==> src/rtl/main_ctrl.sv <==
// Game-of-Life command decoder: turns PS/2 set-2 make codes into one-cycle command pulses
// for the viewport and evolution engines, and holds the zoom width and run/edit mode.
module main_ctrl #(
  parameter logic [7:0] VW_DEFAULT = 8'd32,
  parameter logic [7:0] VW_MIN     = 8'd8,
  parameter logic [7:0] VW_MAX     = 8'd128,
  parameter logic [7:0] VW_STEP    = 8'd8
) (
  input  logic       clk,
  input  logic       rst,
  input  logic [7:0] ps2_byte,
  input  logic       ps2_state,
  output logic [6:0] win_ctrl_cmd,
  output logic [6:0] envo_ctrl_cmd,
  output logic [7:0] view_width,
  output logic       mode
);

  // state     | meaning
  // MODE_EDIT | paused; cell edit, single step and random seed allowed
  // MODE_RUN  | evolution running; edit-only keys ignored
  typedef enum logic {MODE_EDIT = 1'b0, MODE_RUN = 1'b1} mode_e;

  mode_e      mode_q, mode_d;
  logic       prev_q, prev_d;
  logic       brk_q, brk_d;
  logic       ext_q, ext_d;
  logic [6:0] win_q, win_d;
  logic [6:0] envo_q, envo_d;
  logic [7:0] vw_q, vw_d;
  logic       accept;
  logic       edit;

  always_ff @(posedge clk or negedge rst) begin
    if (!rst) begin
      mode_q <= MODE_EDIT;
      prev_q <= 1'b0;
      brk_q  <= 1'b0;
      ext_q  <= 1'b0;
      win_q  <= '0;
      envo_q <= '0;
      vw_q   <= VW_DEFAULT;
    end else begin
      mode_q <= mode_d;
      prev_q <= prev_d;
      brk_q  <= brk_d;
      ext_q  <= ext_d;
      win_q  <= win_d;
      envo_q <= envo_d;
      vw_q   <= vw_d;
    end
  end

  always_comb begin
    accept = ps2_state & ~prev_q;
    edit   = (mode_q == MODE_EDIT);
    prev_d = ps2_state;
    brk_d  = brk_q;
    ext_d  = ext_q;
    win_d  = '0;
    envo_d = '0;
    vw_d   = vw_q;
    mode_d = mode_q;
    if (accept) begin
      if (brk_q) begin
        // byte following F0 is the released key: swallow it
        brk_d = 1'b0;
        ext_d = 1'b0;
      end else if (ps2_byte == 8'hF0) begin
        brk_d = 1'b1;
      end else if (ps2_byte == 8'hE0) begin
        ext_d = 1'b1;
      end else if (ext_q) begin
        ext_d = 1'b0;
        case (ps2_byte)
          8'h75:   win_d[0] = 1'b1;
          8'h72:   win_d[1] = 1'b1;
          8'h6B:   win_d[2] = 1'b1;
          8'h74:   win_d[3] = 1'b1;
          default: ;
        endcase
      end else begin
        case (ps2_byte)
          8'h1D: win_d[0] = 1'b1;
          8'h1B: win_d[1] = 1'b1;
          8'h1C: win_d[2] = 1'b1;
          8'h23: win_d[3] = 1'b1;
          8'h24: begin
            win_d[4] = 1'b1;
            vw_d = (vw_q <= VW_MIN + VW_STEP) ? VW_MIN : vw_q - VW_STEP;
          end
          8'h15: begin
            win_d[5] = 1'b1;
            vw_d = (vw_q >= VW_MAX - VW_STEP) ? VW_MAX : vw_q + VW_STEP;
          end
          8'h5A: win_d[6] = edit;
          8'h29: begin
            if (edit) begin
              mode_d    = MODE_RUN;
              envo_d[0] = 1'b1;
            end else begin
              mode_d    = MODE_EDIT;
              envo_d[1] = 1'b1;
            end
          end
          8'h31: envo_d[2] = edit;
          8'h21: begin
            envo_d[3] = 1'b1;
            mode_d    = MODE_EDIT;
          end
          8'h2D: envo_d[4] = edit;
          8'h79: envo_d[5] = 1'b1;
          8'h7B: envo_d[6] = 1'b1;
          default: ;
        endcase
      end
    end
  end

  assign win_ctrl_cmd  = win_q;
  assign envo_ctrl_cmd = envo_q;
  assign view_width    = vw_q;
  assign mode          = mode_q;

endmodule

==> config.mk <==
export PLATFORM = sky130hd
export DESIGN_NAME = main_ctrl
export DESIGN_NICKNAME = d
export VERILOG_FILES = /design/src/rtl/main_ctrl.sv
export SDC_FILE = /design/constraint.sdc
export NUM_CORES = 1
export LEC_CHECK = 0
export ABC_CLOCK_PERIOD_IN_PS = 4600
export BUFFER_PORTS_ARGS = -buffer_cell sky130_fd_sc_hd__buf_4
export CAP_MARGIN = 20
export CORE_ASPECT_RATIO = 1.5
export CORE_UTILIZATION = 56
export CTS_CLUSTER_DIAMETER = 120
export DETAILED_ROUTE_END_ITERATION = 8
export PLACE_DENSITY = 0.83
export SYNTH_ARGS = -nofsm -noshare
export SYNTH_HDL_FRONTEND = slang
export SYNTH_SLANG_ARGS = --single-unit
==> constraint.sdc <==
create_clock -name clk -period 4.6 [get_ports clk]
set_clock_uncertainty 0.1 [all_clocks]
set_input_delay 0.69 -clock clk [delete_from_list [all_inputs] [get_ports clk]]
set_output_delay 0.69 -clock clk [all_outputs]
set_load 0.005 [all_outputs]
==> results by stage <==
Timing:
- At the pin with the least slew margin, the transition time is 750 ps.
- The portion of the clock cycle consumed by the worst path in the final layout is 0.512.
- The final number of hold-violating endpoints is 0.
- The final critical-path required period is 2350 ps.
- Setup violations remaining at the end of the flow were counted as 0.
- The count of pins over their slew limit was 0.
- Derived from the worst setup path, the maximum achievable clock frequency is 0.425 GHz.
- Setup repair after global routing left no endpoint under its margin.
- The final total negative setup slack is 0 ps.
- The final-layout worst hold slack is 144 ps.
- Headroom to the max-slew limit came out at 0.493.

Power and ir drop:
- Internal power comes to 0.000263 W.
- The total power divided by cell area is 229 nW/µm².
- Of the total power, the share spent switching nets is 0.281.
- The completed layout was analyzed and its total power is 0.000366 W.
- The share of total power dissipated in the clock network is 0.256.
- VDD sags by at most 188 µV.
- In this run the power spent charging and discharging nets is 0.000103 W.
- The leakage power summed over all cells is 0.710 nW.
- The part of the power in combinational logic is 0.155.
- The portion of total power attributed to sequential cells is 0.588.

Worst setup path:
- The worst setup path is launched from a flop.
- Walking the worst path, the cells encountered are or4b_1, a2111o_4, and2_0, a211o_1.
- On the worst path, the slowest cell contributes a delay of 670 ps.
- The critical path data arrival time is 2460 ps.
- Data on the critical path is required at its endpoint by 4710 ps.
- The end of the worst register-to-register path is view_width[6].
- Following the worst setup path forward leads to its endpoint at view_width[6].
- The sort of element at the end of the critical path is a flop.
- Counting cells, the worst reg-to-reg path comes to 4.
- The critical path start-end classification is flop to flop.
- The source of the critical timing path is ext_q.
- For flop-to-flop paths, the worst setup slack is 2250 ps.
- Counting buffers and inverters, the worst setup path is 4 cells deep.
- The number of buffers and inverters on the critical path is 0.
- The critical path's slowest cell is or4b_1.
- The worst flop-to-flop path startpoint is ext_q.
- Among cell families on the critical path, the largest total delay comes from simple AND/OR/NAND/NOR gates.
- The highest net fanout along the worst path is 14.

Routing:
- The number of vias per cell is 6.39.
- The count of nets left with antenna violations once routing finished came out at 0.
- The total number of vias is 1259.
- The post-detailed-route wirelength per cell is 15.8 µm.
- The wire length reported by the detailed router is 3110 µm.
- The total DRC errors in the routed layout is 0.
- The number of detailed-routing iterations run before antenna repair is 4.
- The first-iteration detailed-routing DRC count is 61.

Yosys:
- The register bit total from synthesis is 23.
- The dominant register cell in the synthesized netlist is dfrtp_1.
- The netlist uses 50 different library cells.
- The combined area of all synthesized cells is 1360 µm².
- Of the post-synthesis cell area, the dominant cell type holds 0.404.
- The number of flops mapped to enable cells by yosys is 0.
- Yosys attributes the largest share of cell area to dfrtp_1 40%, nor4_1 5.1%, nand2_1 3.9%.
- The cell taking the most area after synthesis is dfrtp_1.
- The sequential area share after synthesis is 0.424.
- Each instance of the synthesized netlist takes up on average 9.20 µm².
- The share of flip-flops with an asynchronous set or reset after synthesis is 1.00.
- The number of warnings reported in the yosys synthesis log is 0.
- After technology mapping, the gate count stands at 148.

Clock network:
- The number of levels the H-tree was split into is 1.
- The number of clock sinks seen by CTS is 23.
- The count of hold-fix buffers inserted at cts is 0.
- The latest clock arrival within the worst-skew pair is 310 ps.
- In this run the clock root is driven by a clkbuf_4.
- Counting the buffers created by CTS gives 3.
- In this run the post-CTS setup repair buffer count came out at 0.
- The buffer depth of the longest clock path is 2.
- TritonCTS built the clock tree.
- The post-cts sizing count is 0.
- The clock-pin slew of the registers on the worst-case setup and hold paths is 130 ps.

Layout:
- Of the cells placed in the final design, the portion with a size suffix greater than 1 is 0.224.
- The fill cell total of the finished layout is 193.
- The number of antenna repair diodes is 0.
- Once layout is complete, the utilization of the core stands at 0.708.
- From synthesis to final layout, the design area changed by 17.6%.
- The net count of the finished layout is 189.

Floorplanning:
- After floorplanning, the core was divided into 21 placement rows.
- The die height is 62.4 µm.
- The die area is 2640 µm².
- The floorplan step set the die width to 42.3 µm.
- The I/O pin count is 34.
- For this configuration, the core starts out at a cell density of 0.602.
- The core region area is 2260 µm².

Hold path:
- The tightest min-delay check is of the primary input to asynchronous set/reset pin type.

Global route:
- The global route total overflow is 0.
- The initial antenna violation count is 0.
- The number of global-route vias before repair was 1184.
- Entering global routing, the biggest net connects 24 pins.
- Across every metal layer, demand over resource in global routing totals 0.254.
- The first global-routing pass estimated 5260 µm of wire.

Placed design:
- Routability-driven placement finished with a final weighted congestion of 0.983.
- The number of port buffers is 30.
- Detailed placement finished with a half-perimeter wire length of 2330 µm.

Status:
- The run finished with clean final reports.

Flow run:
- Across the run, the number of max-cap violations was 0.
synth_stat cells, drive strengths merged, types with 2 or more instances:
cell type   n
a21oi       5
nor4       11
nor3       10
ha          3
or3         2
nor2        8
clkbuf      3
o21ai       6
buf         7
a31oi       2
a2111o      2
dfrtp      22
nand4       4
nand3b      2
nand2b      5
nand2      14
nor4bb      2
or4b        3
and2        2
inv         9
nor4b       2
nor3b       2
a2111oi     2
layout by cell type (no fill, tap or decap), drive strengths merged, types with 3 or more instances in the layout:
cell    count
conb        3
o21ai       6
nand2      14
nand2b      5
inv         9
nor2        8
nand4       4
dfrtp      22
buf        30
or4b        3
nor4       11
nor3       10
ha          3
a21oi       5
clkbuf      3
final cells by class:
| class | count | area [µm²] | area share |
|---|---|---|---|
| Inverter | 9 | 33.8 | 0.0211 |
| Clock buffer | 3 | 22.5 | 0.0141 |
| Timing Repair Buffer | 30 | 225 | 0.141 |
| Sequential cell | 23 | 577 | 0.360 |
| Tap cell | 23 | 28.8 | 0.0180 |
| Multi-Input combinational cell | 108 | 706 | 0.441 |
| Clock inverter | 1 | 7.51 | 0.00469 |
flip-flops by register name, summed over array words and instances (netlist names):
signal	count
brk_q	1
ext_q	1
prev_q	1
mode	1
win_ctrl_cmd	7
view_width	5
envo_ctrl_cmd	7
through the flow:
step	instances	setup slack, ps	cell area, µm²
final	197	2250	1600
after global routing	197	2090	1600
after CTS	197	2250	1600
after detailed placement	193	2000	1570
after global placement	193	2030	1570
after floorplan	150	2180	1370
kinds of logic (layout without fill, tap and decap cells):
| group | Yosys count | in the layout | synth area share |
|---|---|---|---|
| simple gates | 75 | 75 | 0.324 |
| compound gates | 24 | 24 | 0.137 |
| flops | 23 | 23 | 0.424 |
| buf+inv | 19 | 43 | 0.0634 |
| fa+ha+maj | 3 | 3 | 0.0276 |
| mux | 2 | 2 | 0.0156 |
| other cells | 1 | 3 | 0.00275 |
| xor+xnor | 1 | 1 | 0.00643 |
worst reg2reg max path: cells and delay by family, from the launching register on:
kind	cells	cell delay [ps]
AOI/OAI and AO/OA	2	770
DFF	1	540
and+or+nand+nor	2	840
metal layers:
metal | wire (µm) | global-route usage | vias to the layer above
li1 | - | - | 591
met1 | 1170 | 0.303 | 605
met2 | 1720 | 0.448 | 52
met3 | 126 | 0.0202 | 11
met4 | 97 | 0.125 | 0
met5 | 0 | 0 | -
worst min-delay path by stage:
stage / start / endpoint / slack (ps)
floorplan: rst / brk_q / 290
global placement: mode / envo_ctrl_cmd[2] / 360
detailed placement: mode / envo_ctrl_cmd[2] / 370
CTS: rst / view_width[4] / 140
global route: rst / win_ctrl_cmd[5] / 150
finish: rst / win_ctrl_cmd[5] / 140
power by group through the flow:
stage	logic, W	clock network [W]	registers [W]
floorplan	0.0000379	0	0.000215
global placement	0.0000549	0	0.000219
detailed placement	0.0000564	0	0.000219
CTS	0.0000564	0.0000962	0.000215
global route	0.0000633	0.000105	0.000217
finish	0.0000568	0.0000938	0.000215
(Power assumes the default switching activity.)
